===== src/rtl/fir_output_capture.sv =====
// Captures a programmed number of FIR output samples after a settle period,
// buffers them in a show-ahead FIFO and tracks the peak written value.
module fir_output_capture #(
  parameter int DW     = 16,
  parameter int DEPTH  = 8,
  parameter int SETTLE = 3
) (
  input  logic                     clk,
  input  logic                     res,
  input  logic [DW-1:0]            y_in,
  input  logic                     start,
  input  logic [7:0]               num_samples,
  output logic                     busy,
  output logic                     done,
  output logic [DW-1:0]            out_data,
  output logic                     out_valid,
  input  logic                     out_ready,
  output logic [DW-1:0]            peak,
  output logic                     overflow,
  output logic [$clog2(DEPTH):0]   level
);

  localparam int AW = $clog2(DEPTH);
  localparam int LW = AW + 1;
  localparam logic [LW-1:0] FULL_LVL   = LW'(DEPTH);
  localparam logic [7:0]    SETTLE_CNT = 8'(SETTLE);

  typedef enum logic [1:0] {S_IDLE, S_SETTLE, S_CAPTURE, S_DONE} state_t;

  state_t            r_state, w_state_nxt;
  logic [7:0]        r_settle, w_settle_nxt;
  logic [7:0]        r_cnt, w_cnt_nxt;
  logic [7:0]        r_n, w_n_nxt;
  logic              w_start_acc;

  logic [DW-1:0]     r_mem [DEPTH];
  logic [AW-1:0]     r_wptr, r_rptr, w_rptr_nxt;
  logic [LW-1:0]     r_level, w_level_nxt, w_remain;
  logic [DW-1:0]     r_out_data, w_head_nxt;
  logic [DW-1:0]     r_peak, w_peak_nxt;
  logic              r_ovf, r_valid, r_busy, r_done;
  logic              w_full, w_pop, w_cap, w_wr, w_drop;

  always_comb begin
    w_state_nxt  = r_state;
    w_settle_nxt = r_settle;
    w_cnt_nxt    = r_cnt;
    w_n_nxt      = r_n;
    w_start_acc  = 1'b0;
    case (r_state)
      S_IDLE, S_DONE: begin
        if (start) begin
          w_start_acc = 1'b1;
          w_n_nxt     = num_samples;
          w_cnt_nxt   = 8'd0;
          if (num_samples == 8'd0) begin
            w_state_nxt = S_DONE;
          end else if (SETTLE == 0) begin
            w_state_nxt = S_CAPTURE;
          end else begin
            w_state_nxt  = S_SETTLE;
            w_settle_nxt = SETTLE_CNT;
          end
        end
      end
      S_SETTLE: begin
        w_settle_nxt = r_settle - 8'd1;
        if (r_settle <= 8'd1) w_state_nxt = S_CAPTURE;
      end
      S_CAPTURE: begin
        w_cnt_nxt = r_cnt + 8'd1;
        if ((r_cnt + 8'd1) >= r_n) w_state_nxt = S_DONE;
      end
      default: w_state_nxt = S_IDLE;
    endcase
  end

  // A full FIFO still accepts a capture sample when the reader pops in the same cycle.
  always_comb begin
    w_full      = (r_level == FULL_LVL);
    w_pop       = r_valid & out_ready;
    w_cap       = (r_state == S_CAPTURE);
    w_wr        = w_cap & (~w_full | w_pop);
    w_drop      = w_cap & w_full & ~w_pop;
    w_rptr_nxt  = w_pop ? (r_rptr + AW'(1)) : r_rptr;
    w_remain    = r_level - (w_pop ? LW'(1) : '0);
    w_level_nxt = w_remain + (w_wr ? LW'(1) : '0);
    if (w_remain == '0) begin
      w_head_nxt = w_wr ? y_in : r_out_data;
    end else begin
      w_head_nxt = r_mem[w_rptr_nxt];
    end
    w_peak_nxt = r_peak;
    if (w_start_acc) begin
      w_peak_nxt = '0;
    end else if (w_wr && (y_in > r_peak)) begin
      w_peak_nxt = y_in;
    end
  end

  always_ff @(posedge clk) begin
    if (w_wr) r_mem[r_wptr] <= y_in;
  end

  always_ff @(posedge clk or negedge res) begin
    if (!res) begin
      r_state    <= S_IDLE;
      r_settle   <= 8'd0;
      r_cnt      <= 8'd0;
      r_n        <= 8'd0;
      r_wptr     <= '0;
      r_rptr     <= '0;
      r_level    <= '0;
      r_out_data <= '0;
      r_peak     <= '0;
      r_ovf      <= 1'b0;
      r_valid    <= 1'b0;
      r_busy     <= 1'b0;
      r_done     <= 1'b0;
    end else begin
      r_state    <= w_state_nxt;
      r_settle   <= w_settle_nxt;
      r_cnt      <= w_cnt_nxt;
      r_n        <= w_n_nxt;
      r_wptr     <= w_wr ? (r_wptr + AW'(1)) : r_wptr;
      r_rptr     <= w_rptr_nxt;
      r_level    <= w_level_nxt;
      r_out_data <= w_head_nxt;
      r_peak     <= w_peak_nxt;
      r_ovf      <= w_start_acc ? 1'b0 : (r_ovf | w_drop);
      r_valid    <= (w_level_nxt != '0);
      r_busy     <= (w_state_nxt == S_SETTLE) || (w_state_nxt == S_CAPTURE);
      r_done     <= (w_state_nxt == S_DONE);
    end
  end

  assign busy      = r_busy;
  assign done      = r_done;
  assign out_data  = r_out_data;
  assign out_valid = r_valid;
  assign peak      = r_peak;
  assign overflow  = r_ovf;
  assign level     = r_level;

endmodule

===== config.mk =====
export PLATFORM = sky130hd
export DESIGN_NAME = fir_output_capture
export DESIGN_NICKNAME = d
export VERILOG_FILES = /design/src/rtl/fir_output_capture.sv
export SDC_FILE = /design/constraint.sdc
export NUM_CORES = 1
export LEC_CHECK = 0
export ABC_AREA = 1
export CORE_MARGIN = 2
export CORE_UTILIZATION = 51
export DETAILED_ROUTE_END_ITERATION = 6
export PLACE_DENSITY = 0.74
export SETUP_SLACK_MARGIN = 0.2
export SKIP_CTS_REPAIR_TIMING = 1
export SYNTH_ARGS = -nofsm -noshare
export SYNTH_HDL_FRONTEND = slang
export SYNTH_SLANG_ARGS = --single-unit

===== constraint.sdc =====
create_clock -name clk -period 2.2 [get_ports clk]
set_input_delay 0.22 -clock clk [delete_from_list [all_inputs] [get_ports clk]]
set_output_delay 0.22 -clock clk [all_outputs]
set_load 0.02 [all_outputs]

==> impl_metrics.json <==
{
  "outcome": "finished with violations",
  "violations": "negative setup slack",
  "layout_commonest_cell": "nand2_1",
  "grt_max_degree": 55,
  "p_leak_nw": 5.19,
  "vdd_drop_max_mv": 0.780,
  "hold_viol_final": 0,
  "fillers": 1395,
  "slowest_delay_ps": 410,
  "period_needed_ps": 2300,
  "placedCellCount": 1307,
  "fin_nets": 1166,
  "critPathLaunchType": "register",
  "grt_first_pass_wirelength_um": 36600,
  "clock-root-buffer": "clkbuf_16",
  "ys_types": 39,
  "insertion_delay_ps": 450,
  "path_common_cell": "nand4_1",
  "drive_gt1_share_pct": 13.7,
  "critPathCaptureType": "register",
  "synth_ff_type": "edfxtp_1",
  "maxCapViolCount": 0,
  "routed_wl_um": 23100,
  "gr-total-overflow": 0,
  "worstPathMaxFanout": 3,
  "clock_skew_ps": 9.69,
  "cp.required_ps": 2530,
  "syn_area_mm2": 0.00950,
  "drt_pass1_iterations": 5,
  "finalPower_mw": 14.7,
  "setup_tns_ps": -105,
  "grt_util_all_layers_pct": 24.2,
  "die_area_mm2": 0.0197,
  "fp-row-count": 49,
  "path_cells": "nand3_2 > nor3_4 > nand2_1 > xor2_1 > inv_1 > ha_4 > nand2_4 > nor2_4 > nand4_1 > nand4_1 > nand2_2 > a21oi_2 > ha_1",
  "cellPowerDensity_mw_per_mm2": 1250,
  "die-height_um": 140,
  "tightest_slew_ps": 503,
  "relSlewSlack_pct": 66.4,
  "num_antenna_cells": 0,
  "rsz0062_at_grt": "yes",
  "instances_no_fill": 1344,
  "antenna_found_initial": 0,
  "yosysSeqAreaShare_pct": 59.4,
  "critical_path_arrival_ps": 2640,
  "drt_iter0_markers": 731,
  "synth-seq-cells": 200,
  "synthArstFlopShare_pct": 36.0,
  "synth_warnings": 0,
  "avgViaCountPerCell": 5.35,
  "setup_ws_ps": -105,
  "netlist_instances": 977,
  "synthTopCellsByArea": "edfxtp_1, dfrtp_1, nand2_1",
  "wl_per_cell_um": 17.2,
  "synth_edf_count": 128,
  "slew_viol_final": 0,
  "cts_buffer_depth": 2,
  "routabilityCongestion": 0.845,
  "initial_core_util_pct": 52.3,
  "max_freq_mhz": 434,
  "io_pins": 68,
  "syn_avg_cell_area_um2": 9.72,
  "htree_levels": 4,
  "drc_errors": 0,
  "grt_pass1_vias": 7000,
  "path_class": "register to register",
  "cpMaxStageDelayCell": "dfrtp_1",
  "min_period_over_period_pct": 105,
  "core_area_mm2": 0.0181,
  "synth_top_area_cell": "edfxtp_1",
  "yosysTopAreaCellShare_pct": 40.5,
  "die-width_um": 140,
  "via_count": 7193,
  "finalSetupViolCount": 1,
  "numCtsBuffers": 17,
  "timing.hold.worst.class": "primary input to async pin",
  "synth_nets": 1041,
  "layout_common_cells": "nand2_1, inv_1, edfxtp_1",
  "io_buffer_count": 67,
  "clk_pin_slew_ps": 70,
  "cts_sinks": 200,
  "place_hpwl_um": 15900,
  "syn2layout_area_growth_pct": 24.4,
  "antenna_left": 0,
  "cts_tree": "done"
}
## state kept, by name, summed over array words and instances (netlist names)
register	cells
busy	1
done	1
level	4
out_data	16
out_valid	1
overflow	1
peak	16
r_cnt	8
r_mem	128
r_n	8
r_rptr	3
r_settle	8
r_state	2
r_wptr	3
## worst paths after layout
| kind | startpoint | to | slack (ps) | depth (start not counted) |
|---|---|---|---|---|
| max | r_cnt[0] | busy | -100 | 13 |
| min | res | r_settle[1] | 280 | 2 |
| max reg2reg | r_cnt[0] | busy | -100 | 13 |
| min reg2reg | r_n[6] | r_n[6] | 490 | 2 |
| max in group asynchronous | res | out_valid | 1290 | 3 |
| min in group clk | num_samples[5] | r_n[5] | 350 | 3 |
## critical path: cells and delay by family (launching register included)
family	cells	cell delay (ps)
and+or+nand+nor	8	880
AOI/OAI and AO/OA	1	120
DFF	1	410
xor gates and xnor gates	1	170
adders and majority gates	2	520
buffers and inverters	1	90
## through the flow
step | hold WS (ps) | setup slack, ps | area [um^2] | util (%)
6_report | 283 | -105 | 11800 | 65.1
5_1_grt | 348 | -283 | 11800 | 65.1
3_3_place_gp | 218 | -97.3 | 11000 | 60.7
4_1_cts | -259 | -103 | 11600 | 64.0
2_1_floorplan | -75.6 | 77.6 | 9540 | -
3_5_place_dp | 218 | -183 | 11000 | 60.7
## logic make-up (layout without fill, tap and decap cells)
kind of cell	count (synthesis)	in the layout	share of synthesized area, %
adder cells (fa/ha/maj)	36	36	4.74
AND/OR/NAND/NOR	447	447	21.0
AO/OA/AOI/OAI	91	91	5.40
buffers and inverters	191	329	8.33
flip-flops	200	200	59.4
XOR/XNOR	12	12	1.11
## cell type report
class                   count  area, um^2  area share, %
flip-flops and latches    200        5650           47.8
inverters                 154         583           4.94
multi-input cells         586        3240           27.5
clock inverters            14         161           1.37
well taps                 229         287           2.43
repair buffers            143        1460           12.4
clock buffers              18         429           3.63
## synthesized netlist by cell type, types with 6 or more instances
master	number
nand4_1	23
inv_1	151
nand3b_1	12
buf_2	21
o21ai_0	39
o21ai_1	6
nor2_1	63
nand2_1	212
dfrtp_1	72
edfxtp_1	128
a21oi_1	28
ha_1	36
nand3_1	121
xor2_1	9
clkbuf_1	8
## metal layers
layer / vias to the layer above / track usage (%) / share of wire [%]
li1: 3485 / - / -
met3: 29 / 4.17 / 6.2
met2: 236 / 40.1 / 48
met5: - / 0 / 0
met1: 3443 / 33.3 / 44
met4: 0 / 7.00 / 1.7
## report_power, final
part	switching, mW	internal, mW	total [mW]	leakage, nW
logic	3.84	2.59	6.43	2.85
registers	0.478	4.65	5.12	2.06
clock network	1.45	1.71	3.16	0.280
Power figures use the tool's default switching activity.
